--- config.mk ---
export PLATFORM = sky130hd
export DESIGN_NAME = alu_mc_controller
export DESIGN_NICKNAME = d
export VERILOG_FILES = /design/src/rtl/alu_mc_controller.sv
export SDC_FILE = /design/constraint.sdc
export NUM_CORES = 1
export LEC_CHECK = 0
export ABC_AREA = 1
export CORE_MARGIN = 3
export CORE_UTILIZATION = 30
export CTS_CLUSTER_DIAMETER = 60
export CTS_CLUSTER_SIZE = 24
export DETAILED_ROUTE_END_ITERATION = 10
export PLACE_DENSITY = 0.73
export SETUP_SLACK_MARGIN = 0.5
export SLEW_MARGIN = 20
export SYNTH_ARGS = -nofsm -noshare
export SYNTH_HDL_FRONTEND = slang
export SYNTH_SLANG_ARGS = --single-unit
--- constraint.sdc ---
create_clock -name clk -period 1.8 [get_ports clk]
set_clock_uncertainty 0.1 [all_clocks]
set_input_delay 0.36 -clock clk [delete_from_list [all_inputs] [get_ports clk]]
set_output_delay 0.36 -clock clk [all_outputs]
set_load 0.05 [all_outputs]
--- src/rtl/alu_mc_controller.sv ---
// -----------------------------------------------------------------------------
// alu_mc_controller
//
// Multicycle MIPS-subset control unit: a Moore FSM that sequences fetch,
// decode, execute, memory and write-back steps, plus the ALU decoder.
// Supported instructions: lw, sw, R-type (add/sub/and/or/slt), beq, addi, j.
//
// Ports
//   clk        in   1  clock, all state changes on the rising edge
//   reset      in   1  synchronous, active-high
//   op         in   6  opcode from the instruction register
//   funct      in   6  R-type function field from the instruction register
//   zero       in   1  ALU zero flag (qualifies branches)
//   mem_ready  in   1  memory access completes this cycle
//   iord       out  1  memory address select (0 = PC, 1 = ALUOut)
//   memwrite   out  1  data memory write enable
//   irwrite    out  1  instruction register write enable
//   regdst     out  1  register file destination select (1 = rd)
//   memtoreg   out  1  register write data select (1 = memory data)
//   regwrite   out  1  register file write enable
//   alusrca    out  1  ALU A select (0 = PC, 1 = register A)
//   alusrcb    out  2  ALU B select (00 B, 01 +4, 10 sign-ext imm, 11 branch off)
//   pcsrc      out  2  next-PC select (00 ALU result, 01 ALUOut, 10 jump target)
//   pcen       out  1  PC load enable
//   alucontrol out  3  ALU operation
//   instr_done out  1  pulse on the final cycle of every instruction
//   illegal    out  1  pulse when DECODE sees an unsupported op / funct
// -----------------------------------------------------------------------------
module alu_mc_controller (
    input  logic       clk,
    input  logic       reset,
    input  logic [5:0] op,
    input  logic [5:0] funct,
    input  logic       zero,
    input  logic       mem_ready,
    output logic       iord,
    output logic       memwrite,
    output logic       irwrite,
    output logic       regdst,
    output logic       memtoreg,
    output logic       regwrite,
    output logic       alusrca,
    output logic [1:0] alusrcb,
    output logic [1:0] pcsrc,
    output logic       pcen,
    output logic [2:0] alucontrol,
    output logic       instr_done,
    output logic       illegal
);

    typedef enum logic [3:0] {
        S_FETCH   = 4'd0,
        S_DECODE  = 4'd1,
        S_MEMADR  = 4'd2,
        S_MEMRD   = 4'd3,
        S_MEMWB   = 4'd4,
        S_MEMWR   = 4'd5,
        S_RTYPEEX = 4'd6,
        S_RTYPEWB = 4'd7,
        S_BEQEX   = 4'd8,
        S_ADDIEX  = 4'd9,
        S_ADDIWB  = 4'd10,
        S_JEX     = 4'd11
    } state_t;

    localparam logic [5:0] OP_RTYPE = 6'b000000;
    localparam logic [5:0] OP_LW    = 6'b100011;
    localparam logic [5:0] OP_SW    = 6'b101011;
    localparam logic [5:0] OP_BEQ   = 6'b000100;
    localparam logic [5:0] OP_ADDI  = 6'b001000;
    localparam logic [5:0] OP_J     = 6'b000010;

    localparam logic [5:0] FN_ADD = 6'b100000;
    localparam logic [5:0] FN_SUB = 6'b100010;
    localparam logic [5:0] FN_AND = 6'b100100;
    localparam logic [5:0] FN_OR  = 6'b100101;
    localparam logic [5:0] FN_SLT = 6'b101010;

    state_t     state_q, state_d;

    // Ungated decode of the current state; write-type strobes are masked by
    // reset below so nothing is committed while reset is high.
    logic       pcwrite, branch;
    logic [1:0] aluop;
    logic       memwrite_raw, irwrite_raw, regwrite_raw;
    logic       done_raw, illegal_raw;
    logic       funct_ok;

    always_comb begin
        funct_ok = (funct == FN_ADD) || (funct == FN_SUB) || (funct == FN_AND) ||
                   (funct == FN_OR)  || (funct == FN_SLT);
    end

    always_ff @(posedge clk) begin
        if (reset) begin
            state_q <= S_FETCH;
        end else begin
            state_q <= state_d;
        end
    end

    always_comb begin
        state_d      = S_FETCH;
        iord         = 1'b0;
        memwrite_raw = 1'b0;
        irwrite_raw  = 1'b0;
        regdst       = 1'b0;
        memtoreg     = 1'b0;
        regwrite_raw = 1'b0;
        alusrca      = 1'b0;
        alusrcb      = 2'b00;
        pcsrc        = 2'b00;
        pcwrite      = 1'b0;
        branch       = 1'b0;
        aluop        = 2'b00;
        done_raw     = 1'b0;
        illegal_raw  = 1'b0;

        case (state_q)
            S_FETCH: begin
                alusrcb     = 2'b01;
                irwrite_raw = mem_ready;
                pcwrite     = mem_ready;
                state_d     = mem_ready ? S_DECODE : S_FETCH;
            end
            S_DECODE: begin
                alusrcb = 2'b11;
                case (op)
                    OP_LW, OP_SW: state_d = S_MEMADR;
                    OP_BEQ:       state_d = S_BEQEX;
                    OP_ADDI:      state_d = S_ADDIEX;
                    OP_J:         state_d = S_JEX;
                    OP_RTYPE: begin
                        if (funct_ok) begin
                            state_d = S_RTYPEEX;
                        end else begin
                            illegal_raw = 1'b1;
                        end
                    end
                    default:      illegal_raw = 1'b1;
                endcase
            end
            S_MEMADR: begin
                alusrca = 1'b1;
                alusrcb = 2'b10;
                state_d = (op == OP_LW) ? S_MEMRD : S_MEMWR;
            end
            S_MEMRD: begin
                iord    = 1'b1;
                state_d = mem_ready ? S_MEMWB : S_MEMRD;
            end
            S_MEMWB: begin
                memtoreg     = 1'b1;
                regwrite_raw = 1'b1;
                done_raw     = 1'b1;
            end
            S_MEMWR: begin
                // The write strobe stays up for the whole wait; the memory
                // takes it on the cycle it raises mem_ready.
                iord         = 1'b1;
                memwrite_raw = 1'b1;
                done_raw     = mem_ready;
                state_d      = mem_ready ? S_FETCH : S_MEMWR;
            end
            S_RTYPEEX: begin
                alusrca = 1'b1;
                aluop   = 2'b10;
                state_d = S_RTYPEWB;
            end
            S_RTYPEWB: begin
                regdst       = 1'b1;
                regwrite_raw = 1'b1;
                done_raw     = 1'b1;
            end
            S_BEQEX: begin
                alusrca  = 1'b1;
                aluop    = 2'b01;
                pcsrc    = 2'b01;
                branch   = 1'b1;
                done_raw = 1'b1;
            end
            S_ADDIEX: begin
                alusrca = 1'b1;
                alusrcb = 2'b10;
                state_d = S_ADDIWB;
            end
            S_ADDIWB: begin
                regwrite_raw = 1'b1;
                done_raw     = 1'b1;
            end
            S_JEX: begin
                pcsrc    = 2'b10;
                pcwrite  = 1'b1;
                done_raw = 1'b1;
            end
            default: state_d = S_FETCH;  // unused codes 12-15 recover
        endcase
    end

    // ALU decoder; aluop 11 is never produced and decodes like 10.
    always_comb begin
        alucontrol = 3'b010;
        case (aluop)
            2'b00: alucontrol = 3'b010;
            2'b01: alucontrol = 3'b110;
            default: begin
                case (funct)
                    FN_ADD:  alucontrol = 3'b010;
                    FN_SUB:  alucontrol = 3'b110;
                    FN_AND:  alucontrol = 3'b000;
                    FN_OR:   alucontrol = 3'b001;
                    FN_SLT:  alucontrol = 3'b111;
                    default: alucontrol = 3'b010;
                endcase
            end
        endcase
    end

    // Reset masks every strobe that could commit state anywhere.
    always_comb begin
        memwrite   = memwrite_raw & ~reset;
        irwrite    = irwrite_raw  & ~reset;
        regwrite   = regwrite_raw & ~reset;
        pcen       = (pcwrite | (branch & zero)) & ~reset;
        instr_done = done_raw     & ~reset;
        illegal    = illegal_raw  & ~reset;
    end

endmodule

==> metrics.md, run 1 <==
| Metric | Value |
|---|---|
| Status | `did not finish` |
| Fail Step | `global routing` |
| Log Error | `[ERROR DPL-0038] Utilization greater than 100%, impossible to legalize` |
| Num CTS Buffers | `3` |
| Distinct cells, synth | `25` |
| Synth Cell Area | `between 600 and 700 µm²` |
| Clock buffer depth | `2` |
| Syn nets | `~130` |
| Die W | `51.85 µm` |
| Yosys reg bits | `4` |
| Final GP Congestion | `slightly above 0.9` |
| Synthesis Warnings | `0` |
| CTS HTree Levels | `1` |
| Number of port buffers | `32` |
| Hold Buf Count CTS | `0` |
| CTS Sinks | `4` |
| Starting Density | `between 30% and 40%` |
| Hpwl dp | `around 1900 µm` |
| Synth Area per Inst | `5.436 µm²` |
| Largest net degree at the start of global routing | `8` |
| Worst endpoint type | `top-level output` |
| Register area share after synthesis | `between 10% and 20%` |
| Num rows | `15` |
| Setup slack at placement | `-0.4883 ns` |
| DP Cell Count | `between 150 and 200` |
| Io pins | `33` |
| Worst_ep grt | `instr_done` |
| DIE HEIGHT | `about 52 µm` |
| CTS root buffer | `clkbuf_4` |
| Mapped Cells | `116` |
[kinds of logic after synthesis]
family          Yosys count  share of synthesized area (%)
flops                     4                          12.70
simple gates             74                          58.73
buf+inv                  25                          14.88
compound gates           13                          13.69
[cell usage after synthesis]
| cell | n | area share, % |
|---|---|---|
| nor3_1 | 1 | 0.79 |
| nand3b_1 | 1 | 1.2 |
| o22ai_1 | 1 | 0.99 |
| nor2_2 | 1 | 0.99 |
| and3_1 | 1 | 0.99 |
| nand3_1 | 17 | 13 |
| a21oi_1 | 3 | 2.4 |
| nor2_4 | 4 | 7.1 |
| a32o_1 | 1 | 1.6 |
| nand2_2 | 2 | 2.0 |
| a21oi_2 | 1 | 1.4 |
| inv_1 | 18 | 11 |
| and2_1 | 1 | 0.99 |
| o21ai_1 | 1 | 0.79 |
| o21ai_0 | 1 | 0.79 |
| nand2_1 | 14 | 8.3 |
| nand2_4 | 1 | 1.8 |
| dfxtp_1 | 4 | 13 |
| inv_2 | 6 | 3.6 |
| nor2_1 | 30 | 18 |
| o21bai_1 | 1 | 1.2 |
| nor2_8 | 1 | 3.2 |
| a31oi_1 | 3 | 3.0 |
| buf_1 | 1 | 0.59 |
| o211a_1 | 1 | 1.6 |
[metrics by stage]
stage | cell area [µm²] | TNS (ns) | hold WS [ns] | utilization, %
after CTS | 1787 | -0.2949 | 0.4855 | 96.16
after detailed placement | 1458 | -1.987 | 0.5383 | 78.45
after global placement | 1458 | -1.598 | 0.5190 | 78.45
after floorplan | 815.8 | -0.04685 | 0.5037 | -
[what timing repair did]
action	in CTS
pin swaps	21
buffers inserted	20
setup endpoints to repair	21
resized for setup	77
==> run 2: changes to the inputs <==
==> config.mk (replaced) <==
export PLATFORM = sky130hd
export DESIGN_NAME = alu_mc_controller
export DESIGN_NICKNAME = d
export VERILOG_FILES = /design/src/rtl/alu_mc_controller.sv
export SDC_FILE = /design/constraint.sdc
export NUM_CORES = 1
export LEC_CHECK = 0
export ABC_AREA = 1
export CORE_AREA = 3 3 64 66
export DETAILED_ROUTE_END_ITERATION = 10
export DIE_AREA = 0 0 67 69
export PLACE_DENSITY_LB_ADDON = 0.15
export SLEW_MARGIN = 20
export SYNTH_ARGS = -nofsm -noshare
export SYNTH_HDL_FRONTEND = slang
export SYNTH_SLANG_ARGS = --single-unit
==> metrics.md, run 2 <==
| Metric | Value |
|---|---|
| Status | `complete, but fails checks` |
| Failing checks | `negative setup slack` |
| Hold Buf Count CTS | `0` |
| Number of port buffers | `32` |
| 1st-iter DRT viols | `16` |
| Drt wl/cell | `10.66 µm` |
| Initial antenna violation count | `0` |
| Slew Limit Fails | `0` |
| RSZ-0062 raised after global routing | `true` |
| DP Cell Count | `~220` |
| Clock buffer depth | `2` |
| Clk slew on worst S/H paths | `approximately 0.030 ns` |
| Filler Cells Inserted | `approximately 370` |
| Setup CP Type | `flip-flop to output pin` |
| Vias per cell | `between 4 and 5` |
| Area contributors post-synth | `nor2_1 (18%), nand3_1 (13%), dfxtp_1 (13%)` |
| Nets@finish | `around 200` |
| Area after DPL | `between 1000 and 1500 µm²` |
| Final WS setup | `-0.08009 ns` |
| Largest fanout on the critical path | `3` |
| Largest net degree at the start of global routing | `7` |
| GRT overflow | `0` |
| Area growth from synthesis to layout | `175.2%` |
| CP Capture Type | `output pin` |
| Worst skew pair latency | `about 0.22 ns` |
| Post-synth EDFFs | `0` |
| Vias in the first global route | `920` |
| Hpwl dp | `just under 2000 µm` |
| WP data arrival | `1.42 ns` |
| Prevailing post-synth register cell | `dfxtp_1` |
| Hold depth | `5` |
| Reg2reg start | `state_q[0]` |
| Fmax achieved | `between 500 and 600 MHz` |
| Share of flip-flops with an asynchronous set or reset | `0%` |
| Fin. Hold Viols | `0` |
| DR vias | `between 900 and 1k` |
| Worst Reg-to-Reg Cells | `7` |
| Final Cell Area | `around 1700 µm²` |
| Synth Area per Inst | `5.436 µm²` |
| Critical Path RT | `~1.3 ns` |
| Worst hold start | `state_q[3]` |
| Final GP Congestion | `0.7541` |
| Pwr/cell area | `270.2 nW/µm²` |
| Mapped Cells | `between 100 and 150` |
| Synth Cell Area | `630.6 µm²` |
| CTS Sinks | `4` |
| Area leader, netlist | `nor2_1` |
| Commonest non-fill, non-tap cells in the layout | `buf_4 (32), buf_12 (19), inv_1 (16), nor2_1 (15), nand3_1 (12)` |
| Area fraction of the dominant cell type after synthesis | `between 10% and 20%` |
| Slew @ Worst Pin | `between 0.3 and 0.4 ns` |
| DIE HEIGHT | `69 µm` |
| CTS HTree Levels | `1` |
| Max-Cap Viols | `0` |
| Synthesis Warnings | `0` |
| Syn nets | `132` |
| DRC | `0` |
| Share of cells above drive strength 1 | `59.14%` |
| Pleak | `between 0.8 and 0.9 nW` |
| Num CTS Buffers | `3` |
| Io pins | `33` |
| Top reg by flops | `state_q` |
| DR pass1 iterations | `4` |
| Total GRT Usage | `a little over a tenth` |
| Final period demand of the worst path | `~1.9 ns` |
| Worst hold path endpoint | `state_q[2]` |
| Top cells by count, synth | `nor2_1 (30), inv_1 (18), nand3_1 (17)` |
| First-pass GRT wire length | `3967 µm` |
| CTS root buffer | `clkbuf_8` |
| Worst R2R Setup Slack | `approximately 0.35 ns` |
| Max FFs per register | `4` |
| Core area | `around 3600 µm²` |
| Min-delay worst type | `flip-flop to flip-flop` |
| Count leader, synth | `nor2_1` |
| Distinct cells, synth | `25` |
| Post-route clock period utilization | `104.4%` |
| Commonest non-fill, non-tap cell in the layout | `buf_4` |
| Critical Path Source Type | `flip-flop` |
| Fin cells | `234` |
| Num rows | `22` |
| Register area share after synthesis | `between 10 and 15%` |
| VDD IR-drop max | `roughly 0.14 mV` |
| Slew margin rel. | `between 70% and 80%` |
| Yosys reg bits | `4` |
| Drt total wl | `around 2500 µm` |
| Diodes inserted | `0` |
| R2r endpoint | `state_q[0]` |
| Biggest regs | `state_q (4)` |
| CTS tree | `done` |
| Final setup viols | `8` |
| Die ar. | `approximately 4600 µm²` |
| Die W | `roughly 67 µm` |
| DRT antenna net count | `0` |
| Starting Density | `17.36%` |
run 2: area by class of cell:
class | instances | area [µm²] | area share, %
inverters | 24 | 102.6 | 5.912
flip-flops and latches | 4 | 95.09 | 5.479
repair buffers | 68 | 788.3 | 45.42
clock buffers | 3 | 41.29 | 2.379
well taps | 48 | 60.06 | 3.461
multi-input cells | 87 | 648.1 | 37.35
run 2: worst max-delay path by stage:
stage               endpoint  slack [ns]  cells after the start        from
6_report          instr_done       -0.08                      9  state_q[0]
5_1_grt           instr_done       -0.15                      9  state_q[0]
4_1_cts        alucontrol[0]       -0.12                      8  state_q[1]
3_5_place_dp         illegal       -0.44                      8       op[1]
2_1_floorplan     instr_done       -0.24                      6  state_q[0]
3_3_place_gp         illegal       -0.37                      8       op[1]
run 2: layer usage:
metal | track usage, % | wire [µm]
met5 | 0 | 0
met2 | 21.07 | 1444
met3 | 1.629 | 108
met4 | 4.505 | 42
met1 | 10.91 | 899
run 2: cell families (layout without fill, tap and decap cells):
logic type	after synthesis	in the layout	share of synthesized area, %
simple gates	74	74	58.73
buf+inv	25	95	14.88
compound gates	13	13	13.69
flops	4	4	12.70
run 2: power breakdown:
group | internal, mW | switching (mW) | leakage [nW]
sequential | 0.0861 | 0.00207 | 0.0355
combinational | 0.0935 | 0.0941 | 0.752
clock | 0.143 | 0.0502 | 0.0216
total | 0.322 | 0.146 | 0.809
run 2: worst max-delay path: stages (launching register included):
cell and delay [ns]:
dfxtp_4 0.34, buf_12 0.13, nor2_4 0.12, inv_4 0.06
nor2_4 0.08, nor2_1 0.04, inv_1 0.08, a21oi_2 0.05
a21oi_4 0.14, buf_12 0.15
run 2: stage by stage:
step	setup TNS [ns]	hold WS, ns	power (mW)	util [%]	setup WS [ns]
final	-0.3739	0.6213	0.4689	47.76	-0.08009
after global routing	-0.9343	0.6829	0.4940	47.76	-0.1544
after CTS	-0.4151	0.6263	0.4664	44.87	-0.1152
after detailed placement	-1.992	0.6243	0.2555	38.57	-0.4417
after global placement	-1.921	0.6287	0.2534	38.57	-0.3749
after floorplan	-0.6890	0.5421	0.1618	-	-0.2350
run 2: repair_timing:
item	in CTS	in global routing
resized for setup	60	14
setup buffers	9	9
endpoints found under the setup margin	11	10
pin swaps	23	12
hold endpoints to repair	0	0
Note: power is estimated with default switching activity, not from simulation.
